## src/rtl/mod_n_counter.sv

```systemverilog
// mod_n_counter: modulo-N up/down counter stage with enable, preset, cascade carry and wrap/error pulses.
// Optional BCD digit outputs TENS/ONES when MODCNT_BCD_EN is defined.
module mod_n_counter #(
    parameter int N = 60,
    parameter int M = 6
) (
    input  logic         CLK,
    input  logic         CLEAR,
    input  logic         EN,
    input  logic         UP,
    input  logic         LOAD,
    input  logic [M-1:0] LOAD_VAL,
    output logic [M-1:0] COUNT,
    output logic         CARRY,
    output logic         OUT,
`ifdef MODCNT_BCD_EN
    output logic         ERR,
    output logic [3:0]   TENS,
    output logic [3:0]   ONES
`else
    output logic         ERR
`endif
);
    localparam logic [M-1:0] TOP = M'(N - 1);
    logic [M-1:0] nxt;
    logic         wrap;
    logic         oor;
    if (N < 2 || N > (2 ** M)) begin : g_bad_n
        $error("mod_n_counter: N out of range for M");
    end
`ifdef MODCNT_BCD_EN
    if (N > 100) begin : g_bad_bcd
        $error("mod_n_counter: BCD output needs N <= 100");
    end
`endif
    // Up-count treats any value at or above TOP as terminal so an illegal state recovers.
    always_comb begin
        oor = LOAD_VAL > TOP;
        wrap = EN & ~LOAD & (UP ? COUNT >= TOP : COUNT == '0);
        CARRY = EN & ~LOAD & ~CLEAR & (UP ? COUNT == TOP : COUNT == '0);
        nxt = LOAD ? (oor ? TOP : LOAD_VAL)
            : !EN ? COUNT
            : UP ? (wrap ? '0 : COUNT + 1'b1)
            : (wrap ? TOP : COUNT - 1'b1);
    end
    always_ff @(posedge CLK) begin
        if (CLEAR) begin
            COUNT <= '0;
            OUT <= 1'b0;
            ERR <= 1'b0;
`ifdef MODCNT_BCD_EN
            TENS <= 4'd0;
            ONES <= 4'd0;
`endif
        end else begin
            COUNT <= nxt;
            OUT <= wrap;
            ERR <= LOAD & oor;
`ifdef MODCNT_BCD_EN
            TENS <= 4'(32'(nxt) / 10);
            ONES <= 4'(32'(nxt) % 10);
`endif
        end
    end
endmodule

```

## config.mk

```make
export PLATFORM = sky130hd
export DESIGN_NAME = mod_n_counter
export DESIGN_NICKNAME = d
export VERILOG_FILES = /design/src/rtl/mod_n_counter.sv
export SDC_FILE = /design/constraint.sdc
export NUM_CORES = 1
export LEC_CHECK = 0
export CORE_MARGIN = 3
export CORE_UTILIZATION = 40
export CTS_CLUSTER_SIZE = 14
export DETAILED_ROUTE_END_ITERATION = 12
export PLACE_DENSITY = 0.8
export SLEW_MARGIN = 10
export SYNTH_ARGS = -nofsm -noshare
export SYNTH_HDL_FRONTEND = slang
export SYNTH_SLANG_ARGS = --single-unit
```

## constraint.sdc

```tcl
create_clock -name CLK -period 2.6 [get_ports CLK]
set_input_delay 0.39 -clock CLK [delete_from_list [all_inputs] [get_ports CLK]]
set_output_delay 0.39 -clock CLK [all_outputs]
set_load 0.02 [all_outputs]
```

# Word level (Yosys, flattened, before mapping)
# Index checks and enable logic that the tools add are counted.
# word_totals
input_bits	11
regBits	8
out_inout_bits	9
word_cells	25
# classes
eq_ne	1
reduce_logical	2
bitwise_logic	7
n_mux	8
n_lt_le_gt_ge	2
add_sub_neg	2
# ops
operator	count
$mux 6	6
$add 6x1->6 const B	1
$eq 6x6->1 const B	1
$ge 6x6->1 const B	1
$gt 6x6->1 const B	1
$logic_not 6->1	1
$sub 6x1->6 const B	1
$and 1x1->1	5
$mux 1	2
$not 1->1	2
$reduce_bool 2->1	1

# Longest topological paths before layout
# Gate-level depths: netlist (run 1).
# logic_depth
ltp_word	7
ltp_mapped	6
ltp_nobuf	6

# Worst setup path after synthesis (run 1)
# Ideal clock, no wire load.
# synth_timing
path_kind	reg2out
from	reg COUNT[0]
to	out CARRY
n_path_buf	0
required_time_ns	2.210
slack_ns	0.604
path_stages_with_launch	5
arrival_time_ns	1.606
path_cell_list	dfxtp_1 > ha_1 > nand4_1 > or3_1 > a21oi_1
# synth_via
elab_chain_len	3
word_cells_on_any_way	4
cone_classes	eq/ne (1); mux (1); bitwise (1); reduce/logical (1)
# synth_lines
element	line	text
start, declared	13	output logic [M-1:0] COUNT,
start signal, assigned	56	COUNT <= nxt;
$eq 6x6->1 / $logic_not 6->1 (equally long branches)	40	CARRY = EN & ~LOAD & ~CLEAR & (UP ? COUNT == TOP : COUNT == '0);
$mux 1 *	40	
$and 1x1->1 *	40	
end, declared	14	output logic CARRY,
# Every way passes the cells marked *; elsewhere a longest branch is shown, timed or not.

# Worst setup path after layout (run 1)
# Same ends and word-level chain as after synthesis.

==> results of run 1 <==
==> worst max path at each step <==
stage,from,slack [ns],cells after the start,end
finish,COUNT[0],0.12,6,CARRY
global route,COUNT[0],0.01,6,CARRY
detailed placement,EN,0.11,5,CARRY
CTS,COUNT[0],0.17,6,CARRY
global placement,EN,0.13,5,CARRY
floorplan,COUNT[0],0.60,4,CARRY
==> cells in the final DEF (no fill, tap or decap), types with 2 or more instances in the layout <==
master	instances
a211o_2	2
a21oi_1	11
buf_4	8
clkbuf_4	3
clkdlybuf4s50_1	18
dfxtp_1	8
ha_1	2
inv_1	7
mux2i_1	2
nand2_1	4
nand3_1	4
nand4_1	4
nor2_1	7
nor4b_1	2
o211ai_1	3
o21ai_0	5
or3_1	2
==> metal layers <==
metal  GRT usage [%]  up-vias  wire length [µm]
li1                -      395                 -
met1            24.9      367               886
met2            30.9       25               938
met3            6.77        2               136
met4            3.23        0                 8
met5               0        -                 0
==> power groups by stage <==
stage,Sequential [mW],Combinational [mW],Clock [mW]
2_1_floorplan,0.155,0.0821,0
3_3_place_gp,0.150,0.142,0
3_5_place_dp,0.151,0.146,0
4_1_cts,0.150,0.148,0.0947
5_1_grt,0.152,0.163,0.0986
6_report,0.150,0.149,0.0920
==> through the flow <==
step / power [mW] / hold slack [ns] / instances / instance area, µm² / utilization (%)
detailed placement: 0.297 / 0.697 / 128 / 927 / 58.8
finish: 0.391 / 0.714 / 131 / 955 / 60.6
global placement: 0.293 / 0.651 / 128 / 927 / 58.8
floorplan: 0.237 / 0.522 / 92 / 703 / -
global route: 0.413 / 0.744 / 131 / 955 / 60.6
CTS: 0.393 / 0.712 / 131 / 955 / 60.6
==> registers in the layout, summed over array words and instances (netlist names) <==
name / flops
COUNT: 6
ERR: 1
OUT: 1
==> cell type report <==
| cell class | count | area (µm²) |
|---|---|---|
| inverters | 7 | 26.3 |
| well taps | 16 | 20.0 |
| multi-input cells | 70 | 477 |
| flip-flops and latches | 8 | 160 |
| clock buffers | 3 | 22.5 |
| fillers | 148 | 622 |
| repair buffers | 27 | 249 |
==> cell families after synthesis <==
family / after synthesis / share of synthesized area (%)
AO/OA/AOI/OAI: 33 / 31.9
XOR/XNOR: 2 / 2.49
adder cells (fa/ha/maj): 2 / 3.56
buffers and inverters: 14 / 10.3
flip-flops: 8 / 22.8
multiplexers: 2 / 2.85
AND/OR/NAND/NOR: 31 / 26.2
==> worst max-delay path: cells and delay by family (launching register included) <==
family	cells	cell delay, ns
AOI/OAI and AO/OA	1	0.16
adders and majority gates	1	0.27
buffers and inverters	2	0.53
DFF	1	0.40
and+or+nand+nor	2	0.48
==> what timing repair did <==
action / CTS / global route
hold endpoints to repair: 0 / 0
endpoints found under the setup margin: 1 / 0
resized for setup: 2 / 0
==> results by group, run 1 <==
Yosys
  • Sequential share of the synthesized area: a little under a quarter
  • Post-synthesis register bit count: 8
  • Most common cell in the netlist: a21oi_1
  • Syn_nets: 105
  • Mapped cell area: ~700 µm²
  • Most frequent cells after synthesis: 11 x a21oi_1, 8 x dfxtp_1, 7 x inv_1, 7 x nor2_1, 5 x o21ai_0
  • Post-synthesis cell type count: 40
  • Main synth FF type: dfxtp_1
  • Synth area leader: dfxtp_1
  • Top cell type's share of synthesized area: a little under a quarter
  • Synth top area cells: dfxtp_1 23%, a21oi_1 7.8%, inv_1 3.7%, nor2_1 3.7%, ha_1 3.6%
  • Syn Area/Cell: approximately 7.6 µm²
  • Synth async-reset ratio: 0%
  • Ys Warns: 0
  • Gate Count Post-Synth: 92
  • Post-synth EDFFs: 0

Setup path
  • Slowest CP cell: dfxtp_1
  • CP endpoint kind: primary output
  • Crit-path max cell delay: 0.40 ns
  • CP Class: flop to primary output
  • WP data required: about 2.2 ns
  • RR Startpoint: COUNT[0]
  • Worst R2R Setup Slack: between 0.8 and 0.9 ns
  • CP max FO: 9
  • Critical-path cell list: inv_1 -> ha_1 -> nor3b_4 -> nand3_1 -> a21oi_1 -> dlygate4sd2_1
  • RR Endpoint: COUNT[1]
  • CP arrival: 2.09 ns
  • Reg2Reg Depth: 6
  • CP Launch Type: flop

Pwr
  • Clock group share of total power: about a quarter
  • Sequential share of power: around two fifths
  • Net Sw Frac: between 30 and 40%
  • Net Switching: between 100 and 150 µW
  • Pleak: approximately 0.36 nW
  • Worst vdd ir: 335 µV
  • P_int: 259 µW
  • Combinational share of power: 38.2%
  • Pwr Density: between 400 and 500 nW/µm²

Route
  • Routed WL: about 2000 µm
  • Final ANT Viol Nets: 0
  • Vias/cell: about 6.0
  • Drt drc: 0
  • Drt first pass iters: 4
  • Wire per inst: around 15 µm
  • Initial DRC Count: 19
  • Detailed-route via count: 789

Floorplan
  • FP Rows: 14
  • Num ports: 20
  • Die Wd: ~48 µm
  • Die H: about 48 µm
  • Core area: around 1600 µm²
  • Die area: approximately 2300 µm²
  • Initial Util: 44.6%

STA
  • Minimum clock period after layout: about 2.5 ns
  • Layout Skew: a little over 0.007 ns
  • Final setup violation count: 0
  • Final WS setup: approximately 0.12 ns
  • Slew HR: about four fifths
  • RSZ-0062 raised after global routing: no
  • TNS Setup: 0 ns
  • Worst slew pin tran: 0.327 ns
  • F_max: 403 MHz
  • Final hold violations: 0
  • Fin crit share: around 95%
  • Max-slew violations: 0

CTS
  • Clock sinks: 8
  • Total CTS buffers: 3
  • Max clock buf depth: 2
  • Worst-Skew Late Latency: 0.25 ns
  • Worst-path clk slew: around 0.050 ns
  • Post-CTS Setup Bufs: 0
  • Root buf cell: clkbuf_4
  • Hold_buf cts: 0
  • CTS tree: done
  • H-tree depth: 1

Place
  • DPL Wire Length: 1540 µm
  • PortBufs: 19
  • RD Place Congestion: 0.867
  • Worst slack at placement: around 0.11 ns

Global route
  • First-pass GRT wire length: between 3000 and 4000 µm
  • GRT Total Usage: 19.2%
  • Initial antenna violation count: 0
  • Vias in the first global route: approximately 700
  • GRT overflow: 0
  • Pin count of the biggest net entering global routing: 15

Outcome
  • Status: complete, no violations

Layout
  • Diodes inserted: 0
  • Nets: 130
  • Layout area overhead: 35.8%
  • Share of cells above drive strength 1: ~17%

Hold path
  • Hold Path Origin: COUNT[3]
  • Hold crit path type: flop to flop
  • Hold depth: 2
  • Worst hold endpoint: COUNT[3]

Job
  • Max cap viols: 0
Power figures use the tool's default switching activity.
==> run 2, diff against run 1 <==
Settings changed: SETUP_SLACK_MARGIN set to 0.02.
==> run 2 against run 1 <==
Effect of this change: via count did not move; combinational power barely moved; worst hold slack did not move; die area did not move; final cell count did not move; first-iteration DRC count did not move; power barely moved; routed wire length did not move; sequential cell count did not move; non-clock buffer count did not move; critical endpoint unchanged; largest power group unchanged; highest routed layer unchanged.
==> results by group, run 2 (same netlist as run 1, synthesis figures left out) <==
Outcome
  • Status: complete, no violations

Layout
  • Share of cells above drive strength 1: 16.5% (unchanged)
  • Commonest non-fill, non-tap cell in the layout: clkdlybuf4s50_1
  • Largest register FFs: 6 (unchanged)
  • Diodes inserted: 0 (unchanged)
  • Fillers: 147 (-0.68%)
  • Layout area overhead: 35.9%
  • Leading registers by flop count: COUNT x6, ERR x1, OUT x1
  • Nets: 130 (unchanged)
  • Layout Utilization: 60.6% (+0.079 points)
  • Most frequent cells in the layout: 18 x clkdlybuf4s50_1, 11 x a21oi_1, 8 x dfxtp_1, 8 x buf_4
  • Most flop-heavy register: COUNT

CTS
  • Worst-path clk slew: 0.05 ns (about the same)
  • CTS tree: done
  • Hold_buf cts: 0 (unchanged)
  • Post-CTS Setup Bufs: 0 (unchanged)
  • Clock sinks: 8 (unchanged)
  • Root buf cell: clkbuf_4
  • Max clock buf depth: 2 (unchanged)
  • Worst-Skew Late Latency: 0.25 ns (about the same)
  • Total CTS buffers: 3 (unchanged)
  • H-tree depth: 1 (unchanged)

Pwr
  • Pleak: 0.360 nW (-0.99%)
  • Net Switching: 132 µW (about the same)
  • Net Sw Frac: 33.7% (about the same)
  • Clock group share of total power: 23.5% (about the same)
  • Combinational share of power: 38.2% (about the same)
  • Sequential share of power: 38.3% (about the same)
  • Pwr Density: 409 nW/µm² (-0.12%)
  • P_int: 259 µW (about the same)
  • Worst vdd ir: 335 µV (about the same)

Floorplan
  • Die area: 2300 µm² (unchanged)
  • FP Rows: 14 (unchanged)
  • Core area: 1580 µm² (unchanged)
  • Initial Util: 44.6% (unchanged)
  • Die Wd: 47.9 µm (unchanged)
  • Num ports: 20 (unchanged)
  • Die H: 47.9 µm (unchanged)

Route
  • Routed WL: 1970 µm (unchanged)
  • Initial DRC Count: 19 (unchanged)
  • Final ANT Viol Nets: 0 (unchanged)
  • Wire per inst: 15.0 µm (unchanged)
  • Drt drc: 0 (unchanged)
  • Detailed-route via count: 789 (unchanged)
  • Drt first pass iters: 4 (unchanged)
  • Vias/cell: 6.02 (unchanged)

Setup path
  • CP Class: flop to primary output
  • CP endpoint kind: primary output
  • CP max FO: 9 (unchanged)
  • RR Startpoint: COUNT[0]
  • WP data required: 2.21 ns (about the same)
  • CP arrival: 2.07 ns (-0.02 ns)
  • CP Launch Type: flop
  • RR Endpoint: COUNT[1]
  • Worst R2R Setup Slack: 0.82 ns (about the same)
  • Reg2Reg Depth: 6 (unchanged)

STA
  • F_max: 407 MHz (+0.84%)
  • Layout Skew: 0.00710 ns (unchanged)
  • Slew HR: 78.1% (unchanged)
  • RSZ-0062 raised after global routing: no
  • Fin crit share: 94.6% (-0.80 points)
  • Max-slew violations: 0 (unchanged)
  • Minimum clock period after layout: 2.46 ns (-0.0207 ns)
  • TNS Setup: 0 ns (unchanged)
  • Final hold violations: 0 (unchanged)
  • Final setup violation count: 0 (unchanged)
  • Fin Hold WS: 0.714 ns (unchanged)
  • Worst slew pin tran: 0.327 ns (unchanged)

Global route
  • GRT Total Usage: 19.2% (unchanged)
  • Pin count of the biggest net entering global routing: 15 (unchanged)
  • Initial antenna violation count: 0 (unchanged)
  • GRT overflow: 0 (unchanged)
  • Vias in the first global route: 699 (unchanged)
  • First-pass GRT wire length: 3080 µm (unchanged)

Place
  • PortBufs: 19 (unchanged)
  • DPL Wire Length: 1540 µm (unchanged)
  • RD Place Congestion: 0.867 (unchanged)

Hold path
  • Hold Path Origin: COUNT[3]
  • Hold crit path type: flop to flop
  • Hold depth: 2 (unchanged)
  • Worst hold endpoint: COUNT[3]

Job
  • Max cap viols: 0 (unchanged)
-- run 2: cell count changes in the layout (fill, tap and decap cells not counted) --
cell	delta
clkdlybuf4s15_1	+1
dlygate4sd2_1	-1
-- run 2: critical path, stage by stage, from the launching register on --
cell	delay, ns
dfxtp_1	0.40
inv_1	0.18
ha_1	0.27
nor3b_4	0.29
nand3_1	0.19
a21oi_1	0.16
clkdlybuf4s15_1	0.32
-- run 2: per-layer routing --
metal	GRT usage [%]	share of wire (%)	vias up	wire length, µm
met2	30.9	48	25	938
met3	6.77	6.9	2	136
met4	3.23	0.41	0	8
met5	0	0	-	0
li1	-	-	395	-
met1	24.9	45	367	885
-- run 2: power by group through the flow --
stage	Sequential (mW)	Combinational (mW)	Clock [mW]
2_1_floorplan	0.155	0.0821	0
5_1_grt	0.152	0.163	0.0986
3_5_place_dp	0.151	0.146	0
6_report	0.150	0.149	0.0920
4_1_cts	0.150	0.148	0.0947
3_3_place_gp	0.150	0.142	0
-- run 2: what timing repair did --
item / CTS / global route
gates cloned: 0 / 0
resized for setup: 2 / 1
setup endpoints to repair: 1 / 1
-- run 2: how the worst max path moves through the flow --
stage                        start    end  cells after the start
after floorplan           COUNT[0]  CARRY                      4
after global placement          EN  CARRY                      5
after detailed placement        EN  CARRY                      5
after CTS                 COUNT[0]  CARRY                      6
after global routing      COUNT[0]  CARRY                      6
final                     COUNT[0]  CARRY                      6
-- run 2: layout make-up --
| type | instances | area, µm² | share of cell area, % |
|---|---|---|---|
| Tap cell | 16 | 20.0 | 2.09 |
| Multi-Input combinational cell | 70 | 477 | 49.9 |
| Clock buffer | 3 | 22.5 | 2.36 |
| Inverter | 7 | 26.3 | 2.75 |
| Timing Repair Buffer | 27 | 250 | 26.2 |
| Sequential cell | 8 | 160 | 16.8 |
-- run 2: stage by stage --
stage	power, mW	area, µm²	std cells	setup slack, ns
after detailed placement	0.297	927	128	0.107
after floorplan	0.237	703	92	0.604
after global placement	0.293	927	128	0.129
after CTS	0.393	955	131	0.174
final	0.391	956	131	0.141
after global routing	0.414	956	131	0.0312
==> run 3, diff against run 2 <==
Settings changed: ABC_AREA set to 1, CORE_UTILIZATION 40 to 48, PLACE_DENSITY 0.8 to 0.92.
==> run 3 against run 2 <==
Effect of this change: routed wire length rose by 1.3%; combinational power fell by 5%; die area fell by 18%; cell area fell by 5.0%; critical path type unchanged; critical endpoint unchanged; largest power group unchanged.
==> results by group, run 3 <==
CTS
  • H-tree depth: 1 (unchanged)
  • Post-CTS Setup Bufs: 0 (unchanged)
  • Worst-Skew Late Latency: 0.26 ns (about the same)
  • Clock sinks: 8 (unchanged)
  • Max clock buf depth: 2 (unchanged)
  • CTS tree: done
  • Worst-path clk slew: 0.05 ns (about the same)
  • Root buf cell: clkbuf_4
  • Total CTS buffers: 3 (unchanged)
  • Hold_buf cts: 0 (unchanged)
  • Post-cts sizing count: 0 (-2)

Hold path
  • Worst hold endpoint: COUNT[1]
  • Hold depth: 2 (unchanged)
  • Hold Path Origin: COUNT[1]
  • Hold crit path type: flop to flop

Yosys
  • Post-synthesis register bit count: 8 (unchanged)
  • Syn_nets: 108 (+2.9%)
  • Ys Warns: 0 (unchanged)
  • Post-synthesis cell type count: 27 (-33%)
  • Most common cell in the netlist: nand2_1
  • Syn Area/Cell: 7.03 µm² (-8.0%)
  • Main synth FF type: dfxtp_1
  • Mapped cell area: 668 µm² (-5.0%)
  • Synth area leader: dfxtp_1
  • Top cell type's share of synthesized area: 24.0% (+1.2 points)
  • Sequential share of the synthesized area: 24.0% (+1.2 points)
  • Post-synth EDFFs: 0 (unchanged)
  • Synth top area cells: dfxtp_1 24%, nand2_1 7.9%, nor2_1 6.7%, nand3_1 6.0%, inv_1 5.1%
  • Most frequent cells after synthesis: 14 x nand2_1, 12 x nor2_1, 9 x inv_1
  • Gate Count Post-Synth: 95 (+3.3%)
  • Synth async-reset ratio: 0% (unchanged)

Floorplan
  • FP Rows: 12 (-2)
  • Core area: 1200 µm² (-24%)
  • Die H: 43.3 µm (-9.6%)
  • Die Wd: 43.3 µm (-9.6%)
  • Initial Util: 55.6% (+11 points)
  • Num ports: 20 (unchanged)
  • Die area: 1880 µm² (-18%)

Layout
  • Diodes inserted: 0 (unchanged)
  • Largest register FFs: 6 (unchanged)
  • Most flop-heavy register: COUNT
  • Share of cells above drive strength 1: 16.1% (-0.42 points)
  • Area of the multi-input gates: 448 µm² (-6.0%)
  • Final instance area: 908 µm² (-5.0%)
  • Layout area overhead: 36.0% (about the same)
  • Nets: 133 (+2.3%)
  • Fillers: 94 (-36%)
  • Leading registers by flop count: COUNT x6, ERR x1, OUT x1
  • Most frequent cells in the layout: 18 x clkdlybuf4s50_1, 14 x nand2_1, 12 x nor2_1
  • Commonest non-fill, non-tap cell in the layout: clkdlybuf4s50_1
  • Sequential cell area: 160 µm² (unchanged)

STA
  • Fin crit share: 83.8% (-11 points)
  • RSZ-0062 raised after global routing: no
  • Final hold violations: 0 (unchanged)
  • Max-slew violations: 0 (unchanged)
  • Minimum clock period after layout: 2.18 ns (-0.281 ns)
  • TNS Setup: 0 ns (unchanged)
  • F_max: 459 MHz (+13%)
  • Worst slew pin tran: 0.499 ns (+0.172 ns)
  • Layout Skew: 0.00542 ns (-0.00168 ns)
  • Slew HR: 66.6% (-12 points)
  • Final setup violation count: 0 (unchanged)

Place
  • Placed Area: 883 µm² (-4.7%)
  • PortBufs: 19 (unchanged)
  • DPL Wire Length: 1590 µm (+3.2%)
  • RD Place Congestion: 0.873 (+0.74%)

Pwr
  • Pwr Density: 425 nW/µm² (+3.9%)
  • Worst vdd ir: 326 µV (-2.6%)
  • Pleak: 0.389 nW (+8.0%)

Route
  • Routed WL: 1990 µm (+1.3%)
  • Final ANT Viol Nets: 0 (unchanged)
  • Drt drc: 0 (unchanged)
  • Initial DRC Count: 31 (+12)
  • Detailed-route via count: 778 (-1.4%)
  • Wire per inst: 15.1 µm (+0.50%)
  • Drt first pass iters: 4 (unchanged)
  • Vias/cell: 5.89 (-2.1%)

Global route
  • GRT Total Usage: 23.2% (+4.0 points)
  • Vias in the first global route: 743 (+6.3%)
  • Initial antenna violation count: 0 (unchanged)
  • First-pass GRT wire length: 3190 µm (+3.8%)
  • Pin count of the biggest net entering global routing: 10 (-5)
  • GRT overflow: 0 (unchanged)

Setup path
  • Total stage count of the critical path: 7 (+1)
  • CP Launch Type: flop
  • RR Startpoint: COUNT[0]
  • Most used cell, CP: inv_1
  • Crit path launch: COUNT[0]
  • CP Class: flop to primary output
  • WP data required: 2.21 ns (about the same)
  • CP endpoint kind: primary output
  • WP buf/inv: 3 (+1)
  • Reg2Reg Depth: 9 (+3)
  • Largest delay contributor family on the critical path: buffers and inverters
  • Slowest CP cell: dfxtp_1
  • RR Endpoint: COUNT[1]
  • Crit-path max cell delay: 0.35 ns (-0.05 ns)
  • CP arrival: 1.79 ns (-0.28 ns)
  • CP max FO: 6 (-3)
  • Worst R2R Setup Slack: 1.01 ns (+0.19 ns)
  • Critical-path cell list: inv_1 -> ha_1 -> nand3_2 -> a21oi_2 -> inv_1 -> nor3_1 -> dlymetal6s2s_1

Job
  • Max cap viols: 0 (unchanged)

Outcome
  • Status: complete, no violations
## run 3: cell types whose count changed after synthesis, sizes merged, moves of 3 or more
cell	delta
a21oi	-3
buf	-3
o211ai	-3
nand3	+8
nor2	+6
a22oi	+3
inv	+5
a211o	-3
nand2	+11
## run 3: worst reg2reg max path, cell delays in order, from the launching register on
cell and delay, ns:
dfxtp_1 0.41, inv_1 0.12, ha_1 0.26, nand3_2 0.12, nand2_1 0.13, nand3_4 0.14
nand3_1 0.10, nand3_1 0.09, nand2_1 0.06, a21oi_2 0.11
## run 3: routing by layer
metal	part of all wire (%)	global-route usage [%]	vias up
met3	5.3	6.78	8
met5	0	0	-
met2	50	36.6	36
met1	41	26.9	361
li1	-	-	373
met4	3.4	15.1	0
## run 3: report_power, final
group / leakage (nW) / total (mW) / internal (mW) / switching (mW)
sequential: 0.0659 / 0.147 / 0.131 / 0.0164
combinational: 0.309 / 0.141 / 0.0647 / 0.0765
clock: 0.0138 / 0.0976 / 0.0530 / 0.0446
## run 3: cell type report
class | instances | share of cell area, %
multi-input cells | 73 | 49.3
repair buffers | 22 | 23.7
well taps | 14 | 1.93
flip-flops and latches | 8 | 17.6
clock buffers | 3 | 2.48
inverters | 12 | 4.96
## run 3: how the worst max path moves through the flow
| stage | slack [ns] | endpoint |
|---|---|---|
| detailed placement | 0.15 | CARRY |
| global route | 0.25 | CARRY |
| CTS | 0.03 | CARRY |
| finish | 0.42 | CARRY |
| floorplan | 0.70 | CARRY |
| global placement | 0.24 | CARRY |
## run 3: stage by stage
stage                     worst slack (ns)  power (mW)  std cells  util, %  hold WS (ns)
after floorplan                      0.697       0.233         95        -         0.558
after global placement               0.237       0.284        129     73.5         0.566
after detailed placement             0.145       0.289        129     73.5         0.568
after CTS                           0.0321       0.386        132     75.4         0.579
after global routing                 0.246       0.405        132     75.6         0.612
final                                0.422       0.386        132     75.6         0.589
## run 3: logic make-up (layout without fill, tap and decap cells)
logic type                 after synthesis  count (layout)  synth area share, %
adders and majority gates                2               2                 3.74
muxes                                    1               1                 1.50
DFF                                      8               8                 24.0
and+or+nand+nor                         44              44                 33.7
buffers and inverters                   14              37                 8.99
AOI/OAI and AO/OA                       23              23                 24.2
xor gates and xnor gates                 3               3                 3.93
